`src/rtl/dvs_line_dma_sched_pkg.sv`:
```
// Shared definitions for the DVS line-transfer scheduler.
//   - FSM state encodings for the CDMA command sequencer
//   - descriptor packing offsets (buf, slot, line index from LSB upward)
//   - command field widths
package dvs_line_dma_sched_pkg;

    typedef enum logic [1:0] {
        ST_IDLE  = 2'd0,
        ST_ISSUE = 2'd1,
        ST_WAIT  = 2'd2
    } state_t;

    localparam int CMD_LEN_W = 16;
    localparam int ADDR_W    = 32;

    // Descriptor layout: {line_idx, slot, buf}
    localparam int DESC_BUF_OFF  = 0;
    localparam int DESC_SLOT_OFF = 1;
    localparam int DESC_LINE_OFF = 2;

    // Total descriptor width for a given line-index width.
    function automatic int desc_width(input int line_w);
        return line_w + 2;
    endfunction

endpackage

```
`src/rtl/dvs_desc_fifo.sv`:
```
// Small synchronous descriptor FIFO.
// Ports:
//   pclk, reset_n      clock, asynchronous active-low reset
//   i_push, i_data     write request and data
//   i_pop              read request (head advances)
//   o_data             current head (combinational read of the array)
//   o_full, o_empty    status
//   o_count            number of stored entries
// A push while full is accepted when a pop happens in the same cycle: the
// write lands in the slot the head is vacating.
module dvs_desc_fifo #(
    parameter int WIDTH = 10,
    parameter int DEPTH = 4
) (
    input  logic                     pclk,
    input  logic                     reset_n,
    input  logic                     i_push,
    input  logic [WIDTH-1:0]         i_data,
    input  logic                     i_pop,
    output logic [WIDTH-1:0]         o_data,
    output logic                     o_full,
    output logic                     o_empty,
    output logic [$clog2(DEPTH):0]   o_count
);
    localparam int AW = $clog2(DEPTH);

    logic [WIDTH-1:0] r_mem [DEPTH];
    logic [AW-1:0]    r_wr_ptr;
    logic [AW-1:0]    r_rd_ptr;
    logic [AW:0]      r_count;
    logic             w_push_ok;
    logic             w_pop_ok;

    assign o_full    = (r_count == (AW+1)'(DEPTH));
    assign o_empty   = (r_count == '0);
    assign o_count   = r_count;
    assign o_data    = r_mem[r_rd_ptr];
    assign w_pop_ok  = i_pop & ~o_empty;
    assign w_push_ok = i_push & (~o_full | w_pop_ok);

    always_ff @(posedge pclk) begin
        if (w_push_ok) begin
            r_mem[r_wr_ptr] <= i_data;
        end
    end

    always_ff @(posedge pclk or negedge reset_n) begin
        if (!reset_n) begin
            r_wr_ptr <= '0;
            r_rd_ptr <= '0;
            r_count  <= '0;
        end else begin
            if (w_push_ok) r_wr_ptr <= r_wr_ptr + 1'b1;
            if (w_pop_ok)  r_rd_ptr <= r_rd_ptr + 1'b1;
            case ({w_push_ok, w_pop_ok})
                2'b10:   r_count <= r_count + 1'b1;
                2'b01:   r_count <= r_count - 1'b1;
                default: r_count <= r_count;
            endcase
        end
    end

endmodule

```
`src/rtl/dvs_line_dma_sched.sv`:
```
// Line-transfer scheduler between dvs_cdma_v3 and an AXI CDMA command port.
// Each write_new_line pulse becomes a descriptor {line, BRAM slot, DDR buf};
// descriptors are queued and issued one at a time as BRAM->DDR copies.
// Ports:
//   pclk, reset_n               clock, asynchronous active-low reset
//   enable                      gate for new descriptors
//   new_frame, write_new_line   pulses from the line capture block
//   frame_base0/1               DDR base of the two frame buffers
//   cmd_valid/ready, cmd_src/dst/len, cmd_done, cmd_err   CDMA command port
//   clr_flags                   clears overflow / err (a coincident set wins)
//   frame_done, ready_buf       last line of a frame landed, and in which buffer
//   overflow, err               sticky drop / transfer-error flags
module dvs_line_dma_sched
    import dvs_line_dma_sched_pkg::*;
#(
    parameter int          LINE_BYTES    = 640,
    parameter int          LINES         = 240,
    parameter int          FIFO_DEPTH    = 4,
    parameter logic [31:0] BRAM_AXI_BASE = 32'hC000_0000
) (
    input  logic                 pclk,
    input  logic                 reset_n,
    input  logic                 enable,
    input  logic                 new_frame,
    input  logic                 write_new_line,
    input  logic [31:0]          frame_base0,
    input  logic [31:0]          frame_base1,
    output logic                 cmd_valid,
    input  logic                 cmd_ready,
    output logic [31:0]          cmd_src,
    output logic [31:0]          cmd_dst,
    output logic [CMD_LEN_W-1:0] cmd_len,
    input  logic                 cmd_done,
    input  logic                 cmd_err,
    input  logic                 clr_flags,
    output logic                 frame_done,
    output logic                 ready_buf,
    output logic                 overflow,
    output logic                 err
);
    localparam int LW = $clog2(LINES);
    localparam int DW = desc_width(LW);

    // Capture state. The line counter has one spare bit so "past the last
    // line" stays detectable even when LINES is a power of two.
    logic [LW:0]            r_line_cnt;
    logic                   r_wr_slot;
    logic                   r_wr_buf;

    state_t                 r_state;
    state_t                 w_state_next;

    logic [ADDR_W-1:0]      r_cmd_src;
    logic [ADDR_W-1:0]      r_cmd_dst;
    logic [CMD_LEN_W-1:0]   r_cmd_len;
    logic                   r_frame_done;
    logic                   r_ready_buf;
    logic                   r_overflow;
    logic                   r_err;

    logic                   w_push_req;
    logic                   w_line_ok;
    logic                   w_pop;
    logic                   w_drop;
    logic                   w_load;
    logic [DW-1:0]          w_push_data;
    logic [DW-1:0]          w_head;
    logic                   w_fifo_full;
    logic                   w_fifo_empty;
    logic [$clog2(FIFO_DEPTH):0] w_fifo_count;
    logic [LW-1:0]          w_head_line;
    logic                   w_head_slot;
    logic                   w_head_buf;
    logic [ADDR_W-1:0]      w_src;
    logic [ADDR_W-1:0]      w_dst;

    assign w_push_req  = write_new_line & enable;
    assign w_line_ok   = (r_line_cnt < (LW+1)'(LINES));
    assign w_pop       = (r_state == ST_WAIT) & (cmd_done | cmd_err) & ~w_fifo_empty;
    assign w_drop      = w_push_req & (~w_line_ok | (w_fifo_full & ~w_pop));

    assign w_push_data[DESC_BUF_OFF]       = r_wr_buf;
    assign w_push_data[DESC_SLOT_OFF]      = r_wr_slot;
    assign w_push_data[DESC_LINE_OFF +: LW] = r_line_cnt[LW-1:0];

    assign w_head_buf  = w_head[DESC_BUF_OFF];
    assign w_head_slot = w_head[DESC_SLOT_OFF];
    assign w_head_line = w_head[DESC_LINE_OFF +: LW];

    // Constant multiplies; address arithmetic wraps modulo 2^32.
    assign w_src = BRAM_AXI_BASE + (w_head_slot ? 32'(LINE_BYTES) : 32'd0);
    assign w_dst = (w_head_buf ? frame_base1 : frame_base0)
                 + (32'(w_head_line) * 32'(LINE_BYTES));

    dvs_desc_fifo #(
        .WIDTH (DW),
        .DEPTH (FIFO_DEPTH)
    ) u_fifo (
        .pclk    (pclk),
        .reset_n (reset_n),
        .i_push  (w_push_req & w_line_ok),
        .i_data  (w_push_data),
        .i_pop   (w_pop),
        .o_data  (w_head),
        .o_full  (w_fifo_full),
        .o_empty (w_fifo_empty),
        .o_count (w_fifo_count)
    );

    // Capture: new_frame takes priority over the increment, but a coincident
    // line pulse has already been pushed with the pre-frame values.
    always_ff @(posedge pclk or negedge reset_n) begin
        if (!reset_n) begin
            r_line_cnt <= '0;
            r_wr_slot  <= 1'b0;
            r_wr_buf   <= 1'b0;
        end else if (new_frame) begin
            r_line_cnt <= '0;
            r_wr_slot  <= 1'b0;
            r_wr_buf   <= ~r_wr_buf;
        end else if (w_push_req && w_line_ok) begin
            r_line_cnt <= r_line_cnt + 1'b1;
            r_wr_slot  <= ~r_wr_slot;
        end
    end

    // FSM: state register
    always_ff @(posedge pclk or negedge reset_n) begin
        if (!reset_n) r_state <= ST_IDLE;
        else          r_state <= w_state_next;
    end

    // FSM: next state
    always_comb begin
        w_state_next = r_state;
        case (r_state)
            ST_IDLE:  if (w_fifo_count != '0)     w_state_next = ST_ISSUE;
            ST_ISSUE: if (cmd_ready)              w_state_next = ST_WAIT;
            ST_WAIT:  if (cmd_done || cmd_err)    w_state_next = ST_IDLE;
            default:                              w_state_next = ST_IDLE;
        endcase
    end

    // FSM: outputs
    always_comb begin
        cmd_valid = (r_state == ST_ISSUE);
        w_load    = (r_state == ST_IDLE) && (w_state_next == ST_ISSUE);
    end

    // Command fields are latched on entry to ISSUE so they stay stable for
    // the whole valid phase.
    always_ff @(posedge pclk or negedge reset_n) begin
        if (!reset_n) begin
            r_cmd_src    <= '0;
            r_cmd_dst    <= '0;
            r_cmd_len    <= '0;
            r_frame_done <= 1'b0;
            r_ready_buf  <= 1'b0;
            r_overflow   <= 1'b0;
            r_err        <= 1'b0;
        end else begin
            if (w_load) begin
                r_cmd_src <= w_src;
                r_cmd_dst <= w_dst;
                r_cmd_len <= CMD_LEN_W'(LINE_BYTES);
            end
            r_frame_done <= (r_state == ST_WAIT) && cmd_done
                            && (w_head_line == LW'(LINES - 1));
            if ((r_state == ST_WAIT) && cmd_done && (w_head_line == LW'(LINES - 1))) begin
                r_ready_buf <= w_head_buf;
            end
            r_overflow <= w_drop | (r_overflow & ~clr_flags);
            r_err      <= ((r_state == ST_WAIT) & cmd_err) | (r_err & ~clr_flags);
        end
    end

    assign cmd_src    = r_cmd_src;
    assign cmd_dst    = r_cmd_dst;
    assign cmd_len    = r_cmd_len;
    assign frame_done = r_frame_done;
    assign ready_buf  = r_ready_buf;
    assign overflow   = r_overflow;
    assign err        = r_err;

endmodule

```
`config.mk`:
```
export PLATFORM = sky130hd
export DESIGN_NAME = dvs_line_dma_sched
export DESIGN_NICKNAME = d
export VERILOG_FILES = /design/src/rtl/dvs_line_dma_sched_pkg.sv /design/src/rtl/dvs_desc_fifo.sv /design/src/rtl/dvs_line_dma_sched.sv
export SDC_FILE = /design/constraint.sdc
export NUM_CORES = 1
export LEC_CHECK = 0
export ABC_AREA = 0
export CORE_UTILIZATION = 40
export DETAILED_ROUTE_END_ITERATION = 16
export GPL_ROUTABILITY_DRIVEN = 0
export PLACE_DENSITY = 0.79
export SETUP_SLACK_MARGIN = 0.5
export SLEW_MARGIN = 15
export SYNTH_ARGS = -nofsm -noshare
export SYNTH_HDL_FRONTEND = slang
export SYNTH_SLANG_ARGS = --single-unit
```
`constraint.sdc`:
```
create_clock -name pclk -period 4.01 [get_ports pclk]
set_input_delay 0.802 -clock pclk [delete_from_list [all_inputs] [get_ports pclk]]
set_output_delay 0.802 -clock pclk [all_outputs]
set_load 0.005 [all_outputs]
```
=== Word level (Yosys, flattened, before mapping) ===
Memory sizes are Yosys's and may differ from the RTL's.
Index checks and enable logic that the tools add are counted.

* $add $sub $neg: 7
* Multiply operators: 1
* Order comparisons: 1
* Equality and inequality tests: 7
* Mux-type cells: 13
* Bitwise operators: 23
* Reduce and logical (&&, ||, !) cells: 10

{| class="wikitable"
|+ Operators by type and width
! operator !! count
|-
| 31-bit by 11-bit adder with 32-bit output (first input constant) || 1
|-
| 32-bit by 18-bit adder with 32-bit output || 1
|-
| 32-bit two-way mux || 1
|-
| 9-bit two-way mux || 2
|-
| 1-bit AND || 11
|-
| 8-bit by 3-bit multiplier with 11-bit output (second input constant) || 1
|-
| 10-bit two-way mux || 1
|-
| 9-bit by 1-bit adder with 9-bit output (second input constant) || 1
|-
| 9-bit by 8-bit < comparator with 1-bit output (second input constant) || 1
|-
| 8-bit equality test (second input constant) || 1
|-
| 1-bit NOT || 7
|-
| 2-bit by 1-bit equality test with 1-bit output (second input constant) || 3
|-
| 2-bit two-way mux || 3
|-
| 2-bit case mux with 3 select lines || 1
|-
| 3-bit case mux with 2 select lines || 1
|-
| 1-bit OR || 5
|-
| 2-bit by 1-bit adder with 2-bit output (second input constant) || 2
|-
| 2-bit equality test (second input constant) || 2
|-
| 1-bit logical AND || 4
|-
| 1-bit two-way mux || 4
|-
| 2-bit nonzero test || 2
|-
| 3-bit by 1-bit adder with 3-bit output (second input constant) || 1
|-
| 3-bit equality test (second input constant) || 1
|-
| 3-bit logical NOT || 1
|-
| 4 further kinds || 4
|}

* Flip-flop bits (word level): 89
* Bits in writable memories: 40
* Bits of input ports: 73
* Output and inout bits: 85
* Word-level logic and storage cells: 77
* Memories: 1

{| class="wikitable"
|+ Memories
! name !! words !! bits a word !! rd ports !! clocked after Yosys merged registers in !! wr ports !! line !! source
|-
| u_fifo.r_mem || 4 || 10 || 1 || 0 || 1 || dvs_desc_fifo.sv:27 || <nowiki>logic [WIDTH-1:0] r_mem [DEPTH];</nowiki>
|}

=== Logic depth before layout (Yosys ltp) ===
Gate-level depths: netlist of run 1.

* Depth in word-level cells: 8
* Depth in mapped cells: 18
* Depth with buffers taken out: 17

=== Cells and area by module ===
A second synthesis of run 1 with hierarchy kept.

* Cells, all modules: 512
* Area total of the unflattened synthesis: 5789.3 um^2

{| class="wikitable"
|+ Modules (own cells, without submodules)
! module !! instances !! cells an instance !! area an instance (um^2) !! seq. area each (um^2)
|-
| dvs_line_dma_sched || 1 || 422 || 3916.3 || 1276.2
|-
| dvs_desc_fifo || 1 || 90 || 1873.0 || 1376.3
|}

=== Least setup slack after synthesis of run 1 ===
Ideal clock, no wire load.

* Path kind: reg-to-reg
* Start: register u_fifo.r_rd_ptr[0]
* End: register r_cmd_dst[26] (netlist: cmd_dst[26])
* Library setup time: 0.083 ns
* Data arrival time: 4.047 ns
* Data required time: 3.927 ns
* Setup slack: -0.120 ns
* Cell stages (with the launch flop): 18
* Buffers on the path: 1
* Path through: dfrtp_1 > buf_4 > mux4_2 > ha_1 > ha_1 > fa_1 > a21oi_1 > nor2_1 > nor2_1 > o21bai_1 > a21oi_1 > xnor2_1 > ha_1 > or3_1 > a211oi_2 > nor2_1 > a21o_1 > o21ai_0

* Cells in the longest elaborated chain, start to end: 3
* Elaborated cells between the ends (all ways): 4
* Those cells by class: 1 x add/sub; 1 x mul; 1 x mux; 1 x memory

{| class="wikitable"
|+ RTL lines
! what !! line !! source
|-
| from (decl) || dvs_desc_fifo.sv:29 || <nowiki>logic [AW-1:0] r_rd_ptr;</nowiki>
|-
| from (signal assigned) || dvs_desc_fifo.sv:54 || <nowiki>if (w_pop_ok) r_rd_ptr <= r_rd_ptr + 1'b1;</nowiki>
|-
| memory 4 x 10 bit * || -- ||
|-
| 8-bit by 3-bit multiplier with 11-bit output / 32-bit two-way mux (equally long branches) || dvs_line_dma_sched.sv:93, dvs_line_dma_sched.sv:92 ||
|-
| 32-bit by 18-bit adder with 32-bit output * || dvs_line_dma_sched.sv:93 || <nowiki>+ (32'(w_head_line) * 32'(LINE_BYTES));</nowiki>
|-
| to (signal assigned) || dvs_line_dma_sched.sv:164 || <nowiki>r_cmd_dst <= w_dst;</nowiki>
|-
| to (decl) || dvs_line_dma_sched.sv:54 || <nowiki>logic [ADDR_W-1:0] r_cmd_dst;</nowiki>
|}

Every way passes the cells marked *; elsewhere a longest branch is shown, timed or not.
A chain may end at the register's enable or synchronous reset.

=== Final worst setup path of run 1 ===
* Start: register u_fifo.r_rd_ptr[0]
* End: register r_cmd_dst[24] (netlist: cmd_dst[24])

The elaborated chain is that of the path after synthesis.

==> results of run 1 <==
worst max-delay path: stages (launching register included):
cell	delay, ps
dfrtp_1	410
buf_12	160
buf_4	130
buf_4	120
mux4_2	490
ha_4	280
ha_4	260
a21oi_2	150
o21bai_1	120
a21oi_2	190
nor2b_1	60
o21a_1	170
ha_2	190
or3_4	380
a211oi_4	240
buf_6	160
nor3_2	50
xor2_1	220
o21ai_1	80
cell usage in the layout, fill, tap and decap left out, types with 3 or more instances in the layout:
master           count
a21o_1               6
ha_2                 5
ha_1                17
nor2_1              15
xnor2_1             19
mux4_2              10
edfxtp_1            40
a41oi_1              3
conb_1              42
clkdlybuf4s50_1    114
inv_1                9
dfrtp_1             57
a31oi_1              4
nand2_1             50
xor2_1              18
o21ai_1             14
a21oi_1              7
a21oi_4              3
clkbuf_16            9
nand3_1             11
a21oi_2              6
mux2i_1             22
nand4_1              5
and2_1               6
o21ai_0             25
mux2_2              17
buf_4               28
nand3b_1             3
ha_4                 6
nor2b_1              4
cell families (layout without fill, tap and decap cells):
kind of cell	count (synthesis)	in the layout	share of synthesized area [%]
and+or+nand+nor	124	124	11.0
DFF	98	98	46.9
AOI/OAI and AO/OA	88	88	9.42
buffers and inverters	71	171	8.03
muxes	49	49	11.3
xor gates and xnor gates	39	39	6.04
adders and majority gates	31	31	7.26
other	1	42	0.0663
flip-flops by register name, summed over array words and instances, names as in the netlist:
register,flops
r_line_cnt,9
r_wr_buf,1
err,1
r_state,2
ready_buf,1
u_fifo.r_wr_ptr,2
frame_done,1
cmd_src,2
u_fifo.o_count,3
cmd_dst,32
r_wr_slot,1
u_fifo.r_mem,40
overflow,1
u_fifo.r_rd_ptr,2
power breakdown:
group / internal, mW / leakage, nW / switching [mW]
clock network: 0.490 / 0.152 / 0.392
logic: 2.45 / 1.87 / 2.52
registers: 1.35 / 1.09 / 0.178
total: 4.28 / 3.11 / 3.09
stage by stage:
step	utilization (%)	setup slack (ps)	setup TNS, ps	hold slack (ps)
3_5_place_dp	50.3	-60.4	-188	477
6_report	55.1	-8.32	-14.9	481
2_1_floorplan	-	157	0	466
3_3_place_gp	50.3	43.3	0	466
5_1_grt	55.1	-225	-2530	514
4_1_cts	54.2	62.5	0	492
cell type report:
| type | instances | area [µm²] | share of cell area (%) |
|---|---|---|---|
| flip-flops and latches | 98 | 2650 | 34.8 |
| inverters | 9 | 33.8 | 0.443 |
| well taps | 180 | 225 | 2.96 |
| repair buffers | 146 | 1410 | 18.5 |
| multi-input cells | 373 | 2990 | 39.3 |
| clock inverters | 7 | 77.6 | 1.02 |
| clock buffers | 9 | 225 | 2.96 |
final timing paths:
path / from / to / slack (ps)
worst min register to register: cmd_dst[5]$_DFFE_PN0P_ / cmd_dst[5]$_DFFE_PN0P_ / 480
max in group asynchronous: reset_n / cmd_dst[12]$_DFFE_PN0P_ / 2640
worst min-delay path: cmd_dst[5]$_DFFE_PN0P_ / cmd_dst[5]$_DFFE_PN0P_ / 480
worst max register to register: u_fifo.r_rd_ptr[0]$_DFFE_PN0P_ / cmd_dst[24]$_DFFE_PN0P_ / -8
min in group asynchronous: reset_n / err$_DFF_PN0_ / 500
worst max-delay path: u_fifo.r_rd_ptr[0]$_DFFE_PN0P_ / cmd_dst[24]$_DFFE_PN0P_ / -8
layer usage:
metal  track usage (%)  up-vias  routed length [µm]
li1                  -     1983                   -
met1              21.3     2036                5360
met2              33.8      138                7140
met3              4.61       22                 624
met4              6.02        0                 284
met5                 0        -                   0
what timing repair did:
action | CTS | global route
hold buffers | 0 | 0
endpoints found under the setup margin | 18 | 18
pin swaps | 21 | 10
gates resized for setup | 24 | 17
buffers inserted | 15 | 4
==> results.toml, run 1 <==
[critical_path]
end_kind = "flip-flop"
crit_type = "flip-flop to flip-flop"
startpoint_type = "flip-flop"
cp_data_arrival_time_ps = 4240
worstRegToRegCells = 18
cp.required_ps = 4230
critPathMaxFanout = 8

[global_route]
grt_start_max_net_pins = 43
grt_pass1_vias = 4272
grt_use_total_pct = 18.6
antenna_found_initial = 0
overflow = 0
grt_pass1_wl_um = 20900

[synth]
synthArstFlopShare_pct = 59.2
ys_dominant_reg_cell = "dfrtp_1"
synth-edff-count = 40
ys_warn_count = 0
syn_inst = 501
synth.distinct_cells = 53
synth_sequential_area_ratio_pct = 46.9
syn_avg_cell_area_um2 = 11.3
synth_top_area_share_pct = 25.7
syn-cell-area_um2 = 5660
synth.largest_area_cell = "dfrtp_1"
ys_top_cells_by_area = "dfrtp_1, edfxtp_1, buf_4"
netlist_top_cells_count = "dfrtp_1, nand2_1, buf_4, edfxtp_1, o21ai_0"
yosys.cell_count.top_type = "dfrtp_1"
ys_seq_elements = 98

[power]
irDropWorstVdd_mv = 0.453
finalPower_mw = 7.37
power_per_cell_area_nw_per_um2 = 968
p_leak_nw = 3.11

[clocking]
clkSlewWorstSetupHoldPaths_ps = 70
cts-root-buf = "clkbuf_16"
numCtsBuffers = 9
cts_tree = "yes"
clockBufferDepth = 2
clock-sinks = 98
cts.htree.levels = 3
clock_latency_ps = 350

[routing]
routed_wl_um = 13400
route.detailed.drc = 0
first_iter_violations = 230
antenna_left = 0
vias = 4179
wl_per_cell_um = 16.3
via_per_inst = 5.08
drtPass1Iterations = 4

[sta]
finClkSkew_ps = 10.6
fin_ws_ps = -8.32
period_share_pct = 100
fmax_ghz = 0.249
tightestPinTransition_ps = 716
final_hold_viol_count = 0
finalCriticalPeriod_ps = 4020
max-slew-margin-rel_pct = 52.3
rsz0062_at_grt = "true"
finalMaxSlewViolations = 0
setup_violations = 3

[placed_design]
dpl-instance-area_um2 = 6950
io_buffers = 115
post-dp-hpwl_um = 9560
dp.cells = 787

[floorplanning]
num_rows = 43
initial_core_util_pct = 40.9
ios = 158
fp.coreArea_um2 = 13800
dieArea_um2 = 14600
die_width_um = 121
die_h_um = 121

[finish]
final_layout_size_suffix_gt1_share_pct = 19.3
fin_area_um2 = 7620
fin_nets = 741
diodes = 0
fin_cells = 822
fillers = 1153
area.growth.synth_to_final_pct = 34.7

[outcome]
failed_checks = "setup timing"
status = "finished, violations left"

[worst_hold_path]
hold_path.class = "flip-flop to flip-flop"
hold_depth = 2

[run]
cap_violations = 0
(Power assumes the default switching activity.)
==> run 2: changes to the inputs <==
--- a/config.mk
+++ b/config.mk
@@ -11,6 +11,7 @@
 export GPL_ROUTABILITY_DRIVEN = 0
 export PLACE_DENSITY = 0.79
 export SETUP_SLACK_MARGIN = 0.5
+export SKIP_CTS_REPAIR_TIMING = 1
 export SLEW_MARGIN = 15
 export SYNTH_ARGS = -nofsm -noshare
 export SYNTH_HDL_FRONTEND = slang
==> run 2 against run 1 <==
The flow still finishes with violations (setup timing). Sequential power is essentially flat. Worst hold slack is essentially flat. Flip-flop and latch count is the same. Wire length is 1.5% lower. Register-to-register slack lost 40 ps. Core utilization fell by 0.87 points. Final area fell by 1.6%. Clock skew hardly changed. Combinational power down 8.5%. First-iteration DRC count fell by 7.4%. Sequential share of layout area is 0.56 points higher. Clock-buffer cell count unchanged.
==> results.toml, run 2 (synthesis results as in run 1) <==
[outcome]
status = "finished, violations left"
failed_checks = "setup timing"

[global_route]
grt_pass1_wl_um = 20000
grt_start_max_net_pins = 43
grt_use_total_pct = 17.9
grt_pass1_vias = 4150
antenna_found_initial = 0
overflow = 0

[clocking]
numCtsBuffers = 9
clock-sinks = 98
clock_latency_ps = 350
cts_tree = "yes"
clockBufferDepth = 2
clkSlewWorstSetupHoldPaths_ps = 70
cts.htree.levels = 3
cts-root-buf = "clkbuf_16"

[placed_design]
io_buffers = 115
post-dp-hpwl_um = 9560

[power]
intPower_mw = 4.05
finalPower_mw = 6.95
irDropWorstVdd_mv = 0.412
p_seq_share_pct = 22.0
swShare_pct = 41.8
p_sw_mw = 2.91
p_comb_share_pct = 65.4
p_leak_nw = 3.06
p_clk_share_pct = 12.6
power_per_cell_area_nw_per_um2 = 927

[finish]
fin_nets = 734
largest_reg_flops = 40
final_common_cell = "clkdlybuf4s50_1"
diodes = 0
final_layout_size_suffix_gt1_share_pct = 17.2
regMostFlops = "u_fifo.r_mem"
area.growth.synth_to_final_pct = 32.5
mostFrequentLayoutCells = "clkdlybuf4s50_1, dfrtp_1, nand2_1"

[critical_path]
critical_path_buf_inv_count = 3
worst_path_largest_cell_delay_ps = 530
startpoint_type = "flip-flop"
cp.required_ps = 4280
cp_data_arrival_time_ps = 4330
cp_slowest_cell = "mux4_2"
critPathMaxFanout = 5
cp_top_family = "compound AO/OA/AOI/OAI gates"
crit_type = "flip-flop to flip-flop"
path_cells = "buf_12 > mux4_2 > buf_6 > ha_4 > ha_4 > a21o_1 > a21oi_2 > o21bai_1 > a21oi_2 > nor2b_1 > o21a_1 > ha_2 > or3_4 > a211oi_4 > buf_6 > nor4_2 > xor2_1 > o21ai_1"
end_kind = "flip-flop"

[floorplanning]
fp.coreArea_um2 = 13800
initial_core_util_pct = 40.9
ios = 158
die_h_um = 121
num_rows = 43
dieArea_um2 = 14600
die_width_um = 121

[routing]
route.detailed.drc = 0
drtPass1Iterations = 4
wl_per_cell_um = 16.2
via_per_inst = 5.10
routed_wl_um = 13200
vias = 4160
first_iter_violations = 213
antenna_left = 0

[run]
cap_violations = 0

[sta]
finClkSkew_ps = 11.0
rsz0062_at_grt = "true"
period_share_pct = 101
setup_violations = 4
finalCriticalPeriod_ps = 4060
final_hold_viol_count = 0
fmax_ghz = 0.246
fin_ws_ps = -49.8
tightestPinTransition_ps = 717
max-slew-margin-rel_pct = 52.2
hold_ws_ps = 481
finalMaxSlewViolations = 0

[worst_hold_path]
hold_path.class = "flip-flop to flip-flop"
## run 2: changes by cell type in the layout (fill, tap and decap cells not counted), sizes merged
cell,delta
clkbuf,+1
buf,-8
## run 2: final timing paths
check,cells past startpoint,slack [ps],from,endpoint
max reg2reg,18,-50,u_fifo.r_rd_ptr[0]$_DFFE_PN0P_,cmd_dst[28]$_DFFE_PN0P_
max in group asynchronous,2,2650,reset_n,cmd_dst[12]$_DFFE_PN0P_
max,18,-50,u_fifo.r_rd_ptr[0]$_DFFE_PN0P_,cmd_dst[28]$_DFFE_PN0P_
min reg2reg,2,480,cmd_dst[5]$_DFFE_PN0P_,cmd_dst[5]$_DFFE_PN0P_
min in group asynchronous,1,500,reset_n,err$_DFF_PN0_
min,2,480,cmd_dst[5]$_DFFE_PN0P_,cmd_dst[5]$_DFFE_PN0P_
## run 2: power by group through the flow
stage	sequential [mW]	combinational, mW	clock, mW
after floorplan	1.50	2.74	0
after global placement	1.52	3.73	0
after detailed placement	1.54	3.85	0
after CTS	1.53	3.87	0.896
after global routing	1.56	4.95	0.930
final	1.53	4.55	0.876
## run 2: final cells by class
type,instances,area (µm²)
clock buffer,9,225
clock inverter,7,77.6
fill,1171,6330
inverter,9,33.8
multi-input combinational,373,2920
sequential,98,2650
tap,180,225
timing repair buffer,139,1360
## run 2: per-layer routing
| metal | part of all wire (%) | global-route usage (%) | wire (µm) |
|---|---|---|---|
| met5 | 0 | 0 | 0 |
| met4 | 2.1 | 6.17 | 276 |
| met3 | 5.1 | 4.61 | 677 |
| met2 | 53 | 31.8 | 6980 |
| met1 | 40 | 20.6 | 5260 |
## run 2: stage by stage
step	worst slack [ps]	area, µm²	instances	TNS (ps)	utilization, %
6_report	-49.8	7500	815	-140	54.2
5_1_grt	-270	7500	815	-2990	54.2
4_1_cts	-69.7	7260	803	-315	52.5
3_5_place_dp	-60.4	6950	787	-188	50.3
3_3_place_gp	43.3	6950	787	0	50.3
2_1_floorplan	157	5900	542	0	-
## run 2: tightest hold or removal path: stages, from the launching register on
cell and delay, ps:
dfrtp_1 340, nand2_1 40, o21ai_0 60
